==> src/rtl/process_quantum_scheduler.sv <==
// Preemptive round-robin quantum scheduler: counts retired user instructions and
// raises a kernel swap request on quantum expiry or a HALT / ROUND_ROBIN retire.
module process_quantum_scheduler #(
  parameter int QUANTUM = 32,
  parameter int PID_W   = 4,
  parameter int CNT_W   = $clog2(QUANTUM + 1)
) (
  input  logic             i_clock,
  input  logic             i_rst_n,
  input  logic             i_enable,
  input  logic             i_instr_valid,
  input  logic [5:0]       i_opcode,
  input  logic             i_pid_wr,
  input  logic [PID_W-1:0] i_pid_data,
  input  logic             i_swap_ack,
  output logic             o_swap_req,
  output logic [1:0]       o_swap_cause,
  output logic [PID_W-1:0] o_current_pid,
  output logic [PID_W-1:0] o_saved_pid,
  output logic [CNT_W-1:0] o_quantum_left,
  output logic [15:0]      o_swap_count
);

  typedef enum logic [1:0] {
    S_IDLE = 2'd0,
    S_RUN  = 2'd1,
    S_REQ  = 2'd2
  } state_t;

  localparam logic [5:0]       OP_HALT   = 6'b011001;
  localparam logic [5:0]       OP_RR     = 6'b011011;
  localparam logic [1:0]       CAUSE_Q   = 2'b00;
  localparam logic [1:0]       CAUSE_HLT = 2'b01;
  localparam logic [1:0]       CAUSE_RR  = 2'b10;
  localparam logic [CNT_W-1:0] Q_FULL    = CNT_W'(QUANTUM);
  localparam logic [CNT_W-1:0] Q_ONE     = CNT_W'(1);

  state_t           r_state;
  state_t           w_state_nxt;
  logic [1:0]       r_cause;
  logic [1:0]       w_cause_nxt;
  logic [PID_W-1:0] r_cur_pid;
  logic [PID_W-1:0] w_cur_pid_nxt;
  logic [PID_W-1:0] r_saved_pid;
  logic [PID_W-1:0] w_saved_pid_nxt;
  logic [CNT_W-1:0] r_qleft;
  logic [CNT_W-1:0] w_qleft_nxt;
  logic [15:0]      r_swap_cnt;
  logic [15:0]      w_swap_cnt_nxt;
  logic             r_swap_req;
  logic             w_pid_go;

  // A SET_PID commit arms the slice only when preemption is enabled and the PID is a user process.
  assign w_pid_go = i_enable && (i_pid_data != '0);

  always_ff @(posedge i_clock or negedge i_rst_n) begin
    if (!i_rst_n) begin
      r_state <= S_IDLE;
    end else begin
      r_state <= w_state_nxt;
    end
  end

  always_comb begin
    w_state_nxt     = r_state;
    w_cause_nxt     = r_cause;
    w_cur_pid_nxt   = r_cur_pid;
    w_saved_pid_nxt = r_saved_pid;
    w_qleft_nxt     = r_qleft;
    w_swap_cnt_nxt  = r_swap_cnt;
    case (r_state)
      S_IDLE: begin
        if (i_pid_wr) begin
          w_cur_pid_nxt = i_pid_data;
          w_qleft_nxt   = Q_FULL;
          if (w_pid_go) begin
            w_state_nxt = S_RUN;
          end
        end
      end
      S_RUN: begin
        // Reload beats disarm, which beats retirement accounting.
        if (i_pid_wr) begin
          w_cur_pid_nxt = i_pid_data;
          w_qleft_nxt   = Q_FULL;
          w_state_nxt   = w_pid_go ? S_RUN : S_IDLE;
        end else if (!i_enable) begin
          w_qleft_nxt = Q_FULL;
          w_state_nxt = S_IDLE;
        end else if (i_instr_valid) begin
          if (i_opcode == OP_HALT) begin
            w_cause_nxt = CAUSE_HLT;
            w_state_nxt = S_REQ;
          end else if (i_opcode == OP_RR) begin
            w_cause_nxt = CAUSE_RR;
            w_state_nxt = S_REQ;
          end else begin
            w_qleft_nxt = r_qleft - Q_ONE;
            if (r_qleft == Q_ONE) begin
              w_cause_nxt = CAUSE_Q;
              w_state_nxt = S_REQ;
            end
          end
        end
      end
      S_REQ: begin
        if (i_swap_ack) begin
          w_saved_pid_nxt = r_cur_pid;
          w_cur_pid_nxt   = '0;
          w_qleft_nxt     = Q_FULL;
          w_swap_cnt_nxt  = r_swap_cnt + 16'd1;
          w_state_nxt     = S_IDLE;
        end
      end
      default: begin
        w_state_nxt = S_IDLE;
      end
    endcase
  end

  // Output registers; swap_req is a dedicated flop so the handshake line is glitch-free.
  always_ff @(posedge i_clock or negedge i_rst_n) begin
    if (!i_rst_n) begin
      r_swap_req  <= 1'b0;
      r_cause     <= CAUSE_Q;
      r_cur_pid   <= '0;
      r_saved_pid <= '0;
      r_qleft     <= Q_FULL;
      r_swap_cnt  <= '0;
    end else begin
      r_swap_req  <= (w_state_nxt == S_REQ);
      r_cause     <= w_cause_nxt;
      r_cur_pid   <= w_cur_pid_nxt;
      r_saved_pid <= w_saved_pid_nxt;
      r_qleft     <= w_qleft_nxt;
      r_swap_cnt  <= w_swap_cnt_nxt;
    end
  end

  assign o_swap_req     = r_swap_req;
  assign o_swap_cause   = r_cause;
  assign o_current_pid  = r_cur_pid;
  assign o_saved_pid    = r_saved_pid;
  assign o_quantum_left = r_qleft;
  assign o_swap_count   = r_swap_cnt;

endmodule

==> config.mk <==
export PLATFORM = sky130hd
export DESIGN_NAME = process_quantum_scheduler
export DESIGN_NICKNAME = d
export VERILOG_FILES = /design/src/rtl/process_quantum_scheduler.sv
export SDC_FILE = /design/constraint.sdc
export NUM_CORES = 1
export LEC_CHECK = 0
export ABC_AREA = 1
export CAP_MARGIN = 5
export CELL_PAD_IN_SITES_DETAIL_PLACEMENT = 1
export CELL_PAD_IN_SITES_GLOBAL_PLACEMENT = 1
export CORE_MARGIN = 1
export CORE_UTILIZATION = 38
export DETAILED_ROUTE_END_ITERATION = 8
export PLACE_DENSITY_LB_ADDON = 0.12
export SLEW_MARGIN = 40
export SYNTH_ARGS = -nofsm -noshare
export SYNTH_HDL_FRONTEND = slang
export SYNTH_SLANG_ARGS = --single-unit
==> constraint.sdc <==
create_clock -name i_clock -period 4.1 [get_ports i_clock]
set_clock_uncertainty 0.2 [all_clocks]
set_input_delay 0.82 -clock i_clock [delete_from_list [all_inputs] [get_ports i_clock]]
set_output_delay 0.82 -clock i_clock [all_outputs]
set_load 0.02 [all_outputs]
[Yosys cells after proc, flatten, opt, wreduce, memory -nomap -nowiden]
Cells that the tools add are included.
Storage, ports and cells
  flip-flop bits (word level): 35
  bits of input ports: 16
  output and inout port bits: 33
  word-level logic and storage cells: 58
Cells by class
  add/sub/neg operators: 2
  equality and inequality tests: 12
  mux-type cells: 25
  bitwise operators: 1
  reductions and logical operators: 11
Operators with widths (number)
  $mux W6: 7
  $mux W2: 12
  $pmux W6 S3: 1
  $add A16 B1 Y16 const B: 1
  $eq A6 B5 Y1 const B: 2
  $ne A4 B4 Y1 const B: 3
  $mux W4: 2
  $pmux W4 S2: 1
  $eq A6 B1 Y1 const B: 1
  $pmux W2 S3: 1
  $reduce_and A6 Y1: 1
  $reduce_bool A3 Y1: 2
  $sub A6 B1 Y6 const B: 1
  $reduce_and A5 Y1: 1
  $eq A2 B2 Y1 const B: 2
  $ne A2 B2 Y1 const B: 2
  $reduce_bool A4 Y1: 1
  $reduce_and A3 Y1: 1
  $eq A2 B1 Y1 const B: 1
  $logic_not A2 Y1: 1
  $ne A2 B1 Y1 const B: 1
  $reduce_and A2 Y1: 1
  $reduce_bool A2 Y1: 1
  $reduce_or A2 Y1: 1
  3 further kinds: 3

[Logic depth before layout (Yosys ltp)]
Gate-level depths: netlist (run 1).
  word-level depth: 9
  mapped depth: 9
  depth with buffers taken out: 9

[Least setup slack after synthesis (run 1)]
OpenSTA, ideal clock, no wires.
  kind: input to register
  start point: input port i_pid_wr
  end point: register r_qleft[0] (netlist: o_quantum_left[0])
  setup time: 0.118 ns
  arrival: 1.602 ns
  data required time: 3.782 ns
  slack: 2.180 ns
  cell stages on the path: 8
  buffers on the path: 1
  cell sequence: buf_2 -> nand2_1 -> nand2_2 -> nor2_1 -> a21oi_4 -> inv_2 -> nand2_1 -> nand2_1
Between the ends
  word-level cells in the longest chain between the ends: 2
  elaborated cells on any way between the ends: 7
  those cells by class: 4 x eq/ne; 2 x mux; 1 x reduce/logical
RTL lines
  start, declared: RTL line 13  | input logic i_pid_wr,
  $ne A4 B4 Y1 (no line), or another cell as far along
  $reduce_and A6 Y1 (no line) / $pmux W6 S3 (equally long branches)
  end signal, assigned: RTL line 135  | r_qleft <= w_qleft_nxt;
  end, declared: RTL line 46  | logic [CNT_W-1:0] r_qleft;
Parallel ways exist; a longest one is shown, timed or not.
A chain may end at the register's enable or synchronous reset.

[Worst setup path after layout (run 1)]
  start point: register r_swap_cnt[2] (netlist: o_swap_count[2])
  end point: output port o_swap_count[2]
RTL lines
  start, declared: RTL line 48  | logic [15:0] r_swap_cnt;
  start signal, assigned: RTL line 136  | r_swap_cnt <= w_swap_cnt_nxt;
  end, declared: RTL line 21  | output logic [15:0] o_swap_count
No word-level cell between the ends.

==> impl_results.md, run 1 <==
- Filler cell count: 578
- IO Port Bufs: 48
- H-tree level count: 2
- Final setup violation count: 0
- Max Transition Viols Final: 0
- VDD IR max: 0.180 mV
- Number of synthesized flops with an enable pin: 0
- Via Count: 1686
- Reg2reg path depth: 8
- Largest net degree at the start of global routing: 36
- Non-Filler Instances: 349
- DRC viols: 0
- Iter 0 DRT Violations: 46
- Iteration count of the initial detailed-routing pass: 4
- Total die area: 0.00521 mm²
- R2R Path Start: r_state[0]$_DFF_PN0_
- First-pass GRT wire length: 8400 µm
- Mapped Avg Cell Area: 8.24 µm²
- Worst-path clk slew: 0.07 ns
- Hold Crit Depth: 2
- CP Class: reg -> out
- Synth Instances: 227
- Syn_nets: 246
- Post-route core utilization: 53.6%
- Hold EP: o_quantum_left[5]$_DFFE_PN1P_
- Slowest stage cell, crit path: clkdlybuf4s50_1
- Combinational power share: 19.4%
- Detail Route Antenna Nets: 0
- CP max stage delay: 0.67 ns
- Leak: 1.13 nW
- Core area: 0.00472 mm²
- Distinct cells, synth: 29
- Worst Tran Pin Value: 0.468 ns
- Asr flop ratio synth: 100%
- Cell at the root of the clock tree: clkbuf_8
- Status: complete, no violations
- Final hold violation count: 0
- Num Clock Sinks: 35
- Vias in the first global route: 1809
- Hold_ws: 0.304 ns
- CTS tree: built
- Final worst path period need: 2.52 ns
- Critical path data required time: 3.08 ns
- MaxCap Viol Count: 0
- Power share of the clock group: 33.7%
- P&R area growth vs syn: 35.5%
- GRT Total Usage: 21.1%
- Layout cells sized above 1: 9.22%
- YS warnings: 0
- Slew headroom: 68.8%
- # diodes: 0
- Hold crit path type: reg -> reg
- Fmax: 397 MHz
- Number of placed I/O pins: 49
- Worst reg2reg setup slack: 2.32 ns
- CP Data Arrival Time: 1.50 ns
- RR Endpoint: o_quantum_left[0]$_DFFE_PN0P_
- Placed cell count: 341
- Seq pwr share: 46.9%
- Fin Setup TNS: 0 ns
- Hold_sp: o_quantum_left[5]$_DFFE_PN1P_
- Hpwl dp: 3700 µm
- Seq/Total Area, Yosys: 46.9%
- Row cnt: 25
- Register bit count reported by yosys: 35
- Critical Path End Type: primary output
- CP cell instances: clkdlybuf4s50_1
- DRT Wirelength: 4900 µm
- Final period util: 61.4%
- Post CTS Setup Buffer Count: 0
- Psw: 0.238 mW
- Initial antenna violation count: 0
- Syn Std Cell Area: 0.00187 mm²
- Initial Util: 39.6%
- Die X: 72.2 µm
- Register area: 877 µm²
- Max clock buf depth: 2
- Top delay family on crit path: buffers and inverters
- Worst Path Buf+Inv: 1
- CP Max Fanout: 7
- Switching Share: 28.7%
- Area of the multi-input gates: 876 µm²
- Unrepaired setup endpoints after global routing: no
- Final net count: 300
- Vias/cell: 4.83
- Pwr Density: 327 mW/mm²
- DR WL/cell: 14.0 µm
- Num CTS Buffers: 5
- Post-CTS Hold Fix Bufs: 0
- GP Congestion: 0.829
- Startpoint Class: register
- Internal power: 0.591 mW
- Post-CTS Resized: 0
- Clk Latency, worst-skew pair: 0.29 ns
- GRT overflow: 0
- Synth Flop Type: dfrtp_1
- Die span in y: 72.2 µm
-- how the worst max path moves through the flow --
| stage | to | cells past startpoint | start | slack (ns) |
|---|---|---|---|---|
| 2_1_floorplan | o_quantum_left[0]$_DFFE_PN0P_ | 8 | i_pid_wr | 2.18 |
| 3_3_place_gp | o_quantum_left[0]$_DFFE_PN0P_ | 8 | i_pid_wr | 1.53 |
| 3_5_place_dp | o_swap_cause[0]$_DFFE_PN0P_ | 5 | i_pid_wr | 1.44 |
| 4_1_cts | o_swap_count[2] | 1 | o_swap_count[2]$_DFFE_PN0P_ | 1.59 |
| 5_1_grt | o_swap_count[2] | 1 | o_swap_count[2]$_DFFE_PN0P_ | 1.54 |
| 6_report | o_swap_count[2] | 1 | o_swap_count[2]$_DFFE_PN0P_ | 1.58 |
-- power groups by stage --
stage	clock network [mW]	registers (mW)	logic, mW
finish	0.279	0.389	0.161
global route	0.299	0.392	0.177
CTS	0.287	0.389	0.164
detailed placement	0	0.395	0.161
global placement	0	0.395	0.159
floorplan	0	0.416	0.0571
-- layout make-up --
type | instances | share of cell area [%]
Timing Repair Buffer | 49 | 19.3
Inverter | 29 | 4.30
Clock buffer | 8 | 3.95
Tap cell | 67 | 3.31
Multi-Input combinational cell | 161 | 34.6
Sequential cell | 35 | 34.6
-- flip-flops by register name, indices dropped and copies added, names as in the netlist --
| name | flops |
|---|---|
| r_state | 2 |
| o_saved_pid | 4 |
| o_quantum_left | 6 |
| o_current_pid | 4 |
| o_swap_req | 1 |
| o_swap_count | 16 |
| o_swap_cause | 2 |
-- synthesized netlist by cell type, types with 3 or more instances --
| cell | count | area share, % |
|---|---|---|
| o21ai_0 | 16 | 4.3 |
| xnor2_1 | 3 | 1.4 |
| nor2_1 | 14 | 2.8 |
| nand3_1 | 20 | 5.4 |
| nor2_2 | 3 | 1.0 |
| nand4_1 | 5 | 1.7 |
| nor3_1 | 10 | 2.7 |
| inv_1 | 27 | 5.4 |
| ha_1 | 3 | 2.0 |
| xor2_1 | 7 | 3.3 |
| nand2_1 | 62 | 12 |
| dfrtp_1 | 34 | 45 |
-- routing by layer --
| metal | share of wire (%) | GRT usage (%) | vias to the layer above |
|---|---|---|---|
| met5 | 0 | 0 | - |
| met4 | 1.3 | 6.54 | 0 |
| met3 | 3.6 | 5.00 | 7 |
| met2 | 50 | 36.9 | 36 |
| met1 | 45 | 25.9 | 810 |
| li1 | - | - | 833 |
-- placed cells by master (no fill, tap or decap), types with 5 or more instances in the layout --
cell type	netlist	layout
nand2_1	62	62
nand4_1	5	5
nor3_1	10	10
nor2_1	14	14
nand3_1	20	20
o21ai_0	16	16
inv_1	27	27
xor2_1	7	7
clkdlybuf4s50_1	0	48
clkbuf_8	0	7
dfrtp_1	34	34
-- through the flow --
stage               setup slack, ns  instance area (µm²)  total power, mW
finish                         1.58                 2530            0.829
global route                   1.54                 2530            0.868
CTS                            1.59                 2530            0.839
detailed placement             1.44                 2430            0.557
global placement               1.53                 2430            0.553
floorplan                      2.18                 1870            0.473
-- logic make-up after synthesis --
| group | Yosys count | synth area share (%) |
|---|---|---|
| DFF | 35 | 46.9 |
| adders and majority gates | 3 | 2.01 |
| buffers and inverters | 31 | 6.29 |
| and+or+nand+nor | 126 | 33.5 |
| AOI/OAI and AO/OA | 22 | 6.62 |
| xor gates and xnor gates | 10 | 4.68 |
No activity file was read; power rests on OpenSTA's default activity.
==> run 2: changes to the inputs <==
--- a/config.mk
+++ b/config.mk
@@ -10,7 +10,7 @@
 export CELL_PAD_IN_SITES_DETAIL_PLACEMENT = 1
 export CELL_PAD_IN_SITES_GLOBAL_PLACEMENT = 1
 export CORE_MARGIN = 1
-export CORE_UTILIZATION = 38
+export CORE_UTILIZATION = 32
 export DETAILED_ROUTE_END_ITERATION = 8
 export PLACE_DENSITY_LB_ADDON = 0.12
 export SLEW_MARGIN = 40
==> constraint.sdc (replaced) <==
create_clock -name i_clock -period 2.2 [get_ports i_clock]
set_clock_uncertainty 0.2 [all_clocks]
set_input_delay 0.44 -clock i_clock [delete_from_list [all_inputs] [get_ports i_clock]]
set_output_delay 0.44 -clock i_clock [all_outputs]
set_load 0.02 [all_outputs]
==> run 2 against run 1 <==
Setup slack worse by 1.5 ns. Cell area up 1.8%. Critical path type unchanged. Sequential power up 86%. Clock power up 60%. Die area up 18%. Largest power group unchanged. Combinational power up 89%. Wire length down 8.3%. Global-route usage down 4.4 points. Largest cell class unchanged. Critical endpoint unchanged. Cell count up 3.2%.
==> impl_results.md, run 2 (synthesized netlist as in run 1, its figures left out) <==
- Top sig layer: met4 (unchanged)
- Post-CTS Resized: 0 (unchanged)
- Initial antenna violation count: 0 (unchanged)
- Wl on met1: 2190 µm (was 2210 µm)
- Cell at the root of the clock tree: clkbuf_8 (unchanged)
- GP Congestion: 0.744 (was 0.829)
- Worst Path Buf+Inv: 1 (unchanged)
- CP cell instances: clkdlybuf4s50_1 (unchanged)
- CTS tree: built (unchanged)
- Final std cell area, no fill: 0.00258 mm² (was 0.00253 mm²)
- Critical Path End Type: primary output (unchanged)
- Vias in the first global route: 1750 (was 1809)
- Max clock buf depth: 2 (unchanged)
- Initial Util: 33.6% (was 39.6%)
- Detail Route Antenna Nets: 0 (unchanged)
- GRT overflow: 0 (unchanged)
- Row cnt: 27 (was 25)
- MaxCap Viol Count: 0 (unchanged)
- Top delay family on crit path: buffers and inverters (unchanged)
- Pwr Density: 572 mW/mm² (was 327 mW/mm²)
- Slowest stage cell, crit path: clkdlybuf4s50_1 (unchanged)
- Filler cell count: 696 (was 578)
- Num CTS Buffers: 5 (unchanged)
- Hold_ws: 0.291 ns (was 0.304 ns)
- Most frequent cells in the layout: nand2_1 (62), clkdlybuf4s50_1 (48), dfrtp_1 (34), inv_1 (27), nand3_1 (20) (unchanged)
- Post CTS Setup Buffer Count: 0 (unchanged)
- Wire length on met3: 172 µm (was 178 µm)
- Die X: 78.5 µm (was 72.2 µm)
- Commonest non-fill, non-tap cell in the layout: nand2_1 (unchanged)
- Max Transition Viols Final: 0 (unchanged)
- Vias/cell: 4.71 (was 4.83)
- Startpoint Class: register (unchanged)
- Fin Setup TNS: 0 ns (unchanged)
- Cell Area, Placed: 0.00250 mm² (was 0.00243 mm²)
- CP Max Fanout: 7 (unchanged)
- Post-route core utilization: 46.3% (was 53.6%)
- Final hold violation count: 0 (unchanged)
- Worst Tran Pin Value: 0.405 ns (was 0.468 ns)
- Slew headroom: 72.7% (was 68.8%)
- GRT Total Usage: 16.7% (was 21.1%)
- Final setup margin: 0.0870 ns (was 1.58 ns)
- Hold crit path type: reg -> reg (unchanged)
- Final period util: 96.0%
- IO Port Bufs: 48 (unchanged)
- DRT Wirelength: 4500 µm (was 4900 µm)
- First-pass GRT wire length: 7960 µm (was 8400 µm)
- Unrepaired setup endpoints after global routing: no (unchanged)
- CP Data Arrival Time: 1.47 ns (was 1.50 ns)
- Status: complete, no violations (unchanged)
- Via Count: 1696 (was 1686)
- Place WS: 0.101 ns (was 1.44 ns)
- Critical path data required time: 1.56 ns (was 3.08 ns)
- Layout cells sized above 1: 10.8% (was 9.22%)
- H-tree level count: 2 (unchanged)
- Final net count: 306 (was 300)
- Num Clock Sinks: 35 (unchanged)
- Max reg flops: 16 (unchanged)
- Hpwl dp: 3590 µm (was 3700 µm)
- VDD IR max: 0.308 mV (was 0.180 mV)
- Largest net degree at the start of global routing: 36 (unchanged)
- Number of placed I/O pins: 49 (unchanged)
- Fmax: 473 MHz
- Die span in y: 78.5 µm (was 72.2 µm)
- Met2 WL: 2070 µm (was 2450 µm)
- Final worst path period need: 2.11 ns
- Final setup violation count: 0 (unchanged)
- # diodes: 0 (unchanged)
- Total die area: 0.00616 mm² (was 0.00521 mm²)
- DRC viols: 0 (unchanged)
- Leak: 1.15 nW (was 1.13 nW)
- Clk Latency, worst-skew pair: 0.29 ns (about the same)
- P&R area growth vs syn: 37.9% (was 35.5%)
- Worst-path clk slew: 0.07 ns (about the same)
- DR WL/cell: 12.5 µm (was 14.0 µm)
- Post-CTS Hold Fix Bufs: 0 (unchanged)
- CP max stage delay: 0.67 ns (about the same)
- CP Class: reg -> out (unchanged)
- Iteration count of the initial detailed-routing pass: 4 (unchanged)
- Iter 0 DRT Violations: 66 (was 46)
- Core area: 0.00557 mm² (was 0.00472 mm²)
run 2: cell count changes in the layout (fill, tap and decap cells not counted), sizes merged:
cell	change
buf	+6
clkinv	+1
clkbuf	-1
run 2: worst paths after layout:
kind,start,to,slack (ns),cells after the start
max,o_swap_count[2]$_DFFE_PN0P_,o_swap_count[2],0.09,1
min,o_saved_pid[1]$_DFFE_PN0P_,o_saved_pid[1]$_DFFE_PN0P_,0.29,2
max reg2reg,o_quantum_left[2]$_DFFE_PN0P_,o_swap_cause[1]$_DFFE_PN0P_,0.40,6
min reg2reg,o_saved_pid[1]$_DFFE_PN0P_,o_saved_pid[1]$_DFFE_PN0P_,0.29,2
max in group asynchronous,i_rst_n,o_quantum_left[5]$_DFFE_PN1P_,1.24,2
min in group asynchronous,i_rst_n,o_quantum_left[4]$_DFFE_PN0P_,0.31,2
run 2: cell type report:
class                      instances  area [µm²]  area share [%]
timing repair buffer              55         546            21.2
clock inverter                     1        5.00           0.194
tap                               72        90.1            3.49
inverter                          29         109            4.22
sequential                        35         877            34.0
multi-input combinational        161         876            34.0
clock buffer                       7        76.3            2.96
run 2: layer usage:
| layer | global-route usage [%] | vias up |
|---|---|---|
| met4 | 7.22 | 0 |
| met5 | 0 | - |
| met1 | 21.0 | 804 |
| met2 | 27.8 | 36 |
| met3 | 3.26 | 5 |
| li1 | - | 851 |
run 2: power by group:
part | switching (mW) | internal [mW]
combinational | 0.164 | 0.140
clock | 0.225 | 0.222
sequential | 0.0396 | 0.684
total | 0.429 | 1.05
run 2: worst reg2reg max path: cells and delay by family (launching register included):
kind,cells,cell delay [ns]
and+or+nand+nor,4,0.74
DFF,1,0.45
AOI/OAI and AO/OA,2,0.30
run 2: through the flow:
step / power [mW] / instances
2_1_floorplan: 0.882 / 227
3_5_place_dp: 1.05 / 352
6_report: 1.48 / 360
5_1_grt: 1.56 / 360
3_3_place_gp: 1.04 / 352
4_1_cts: 1.50 / 360
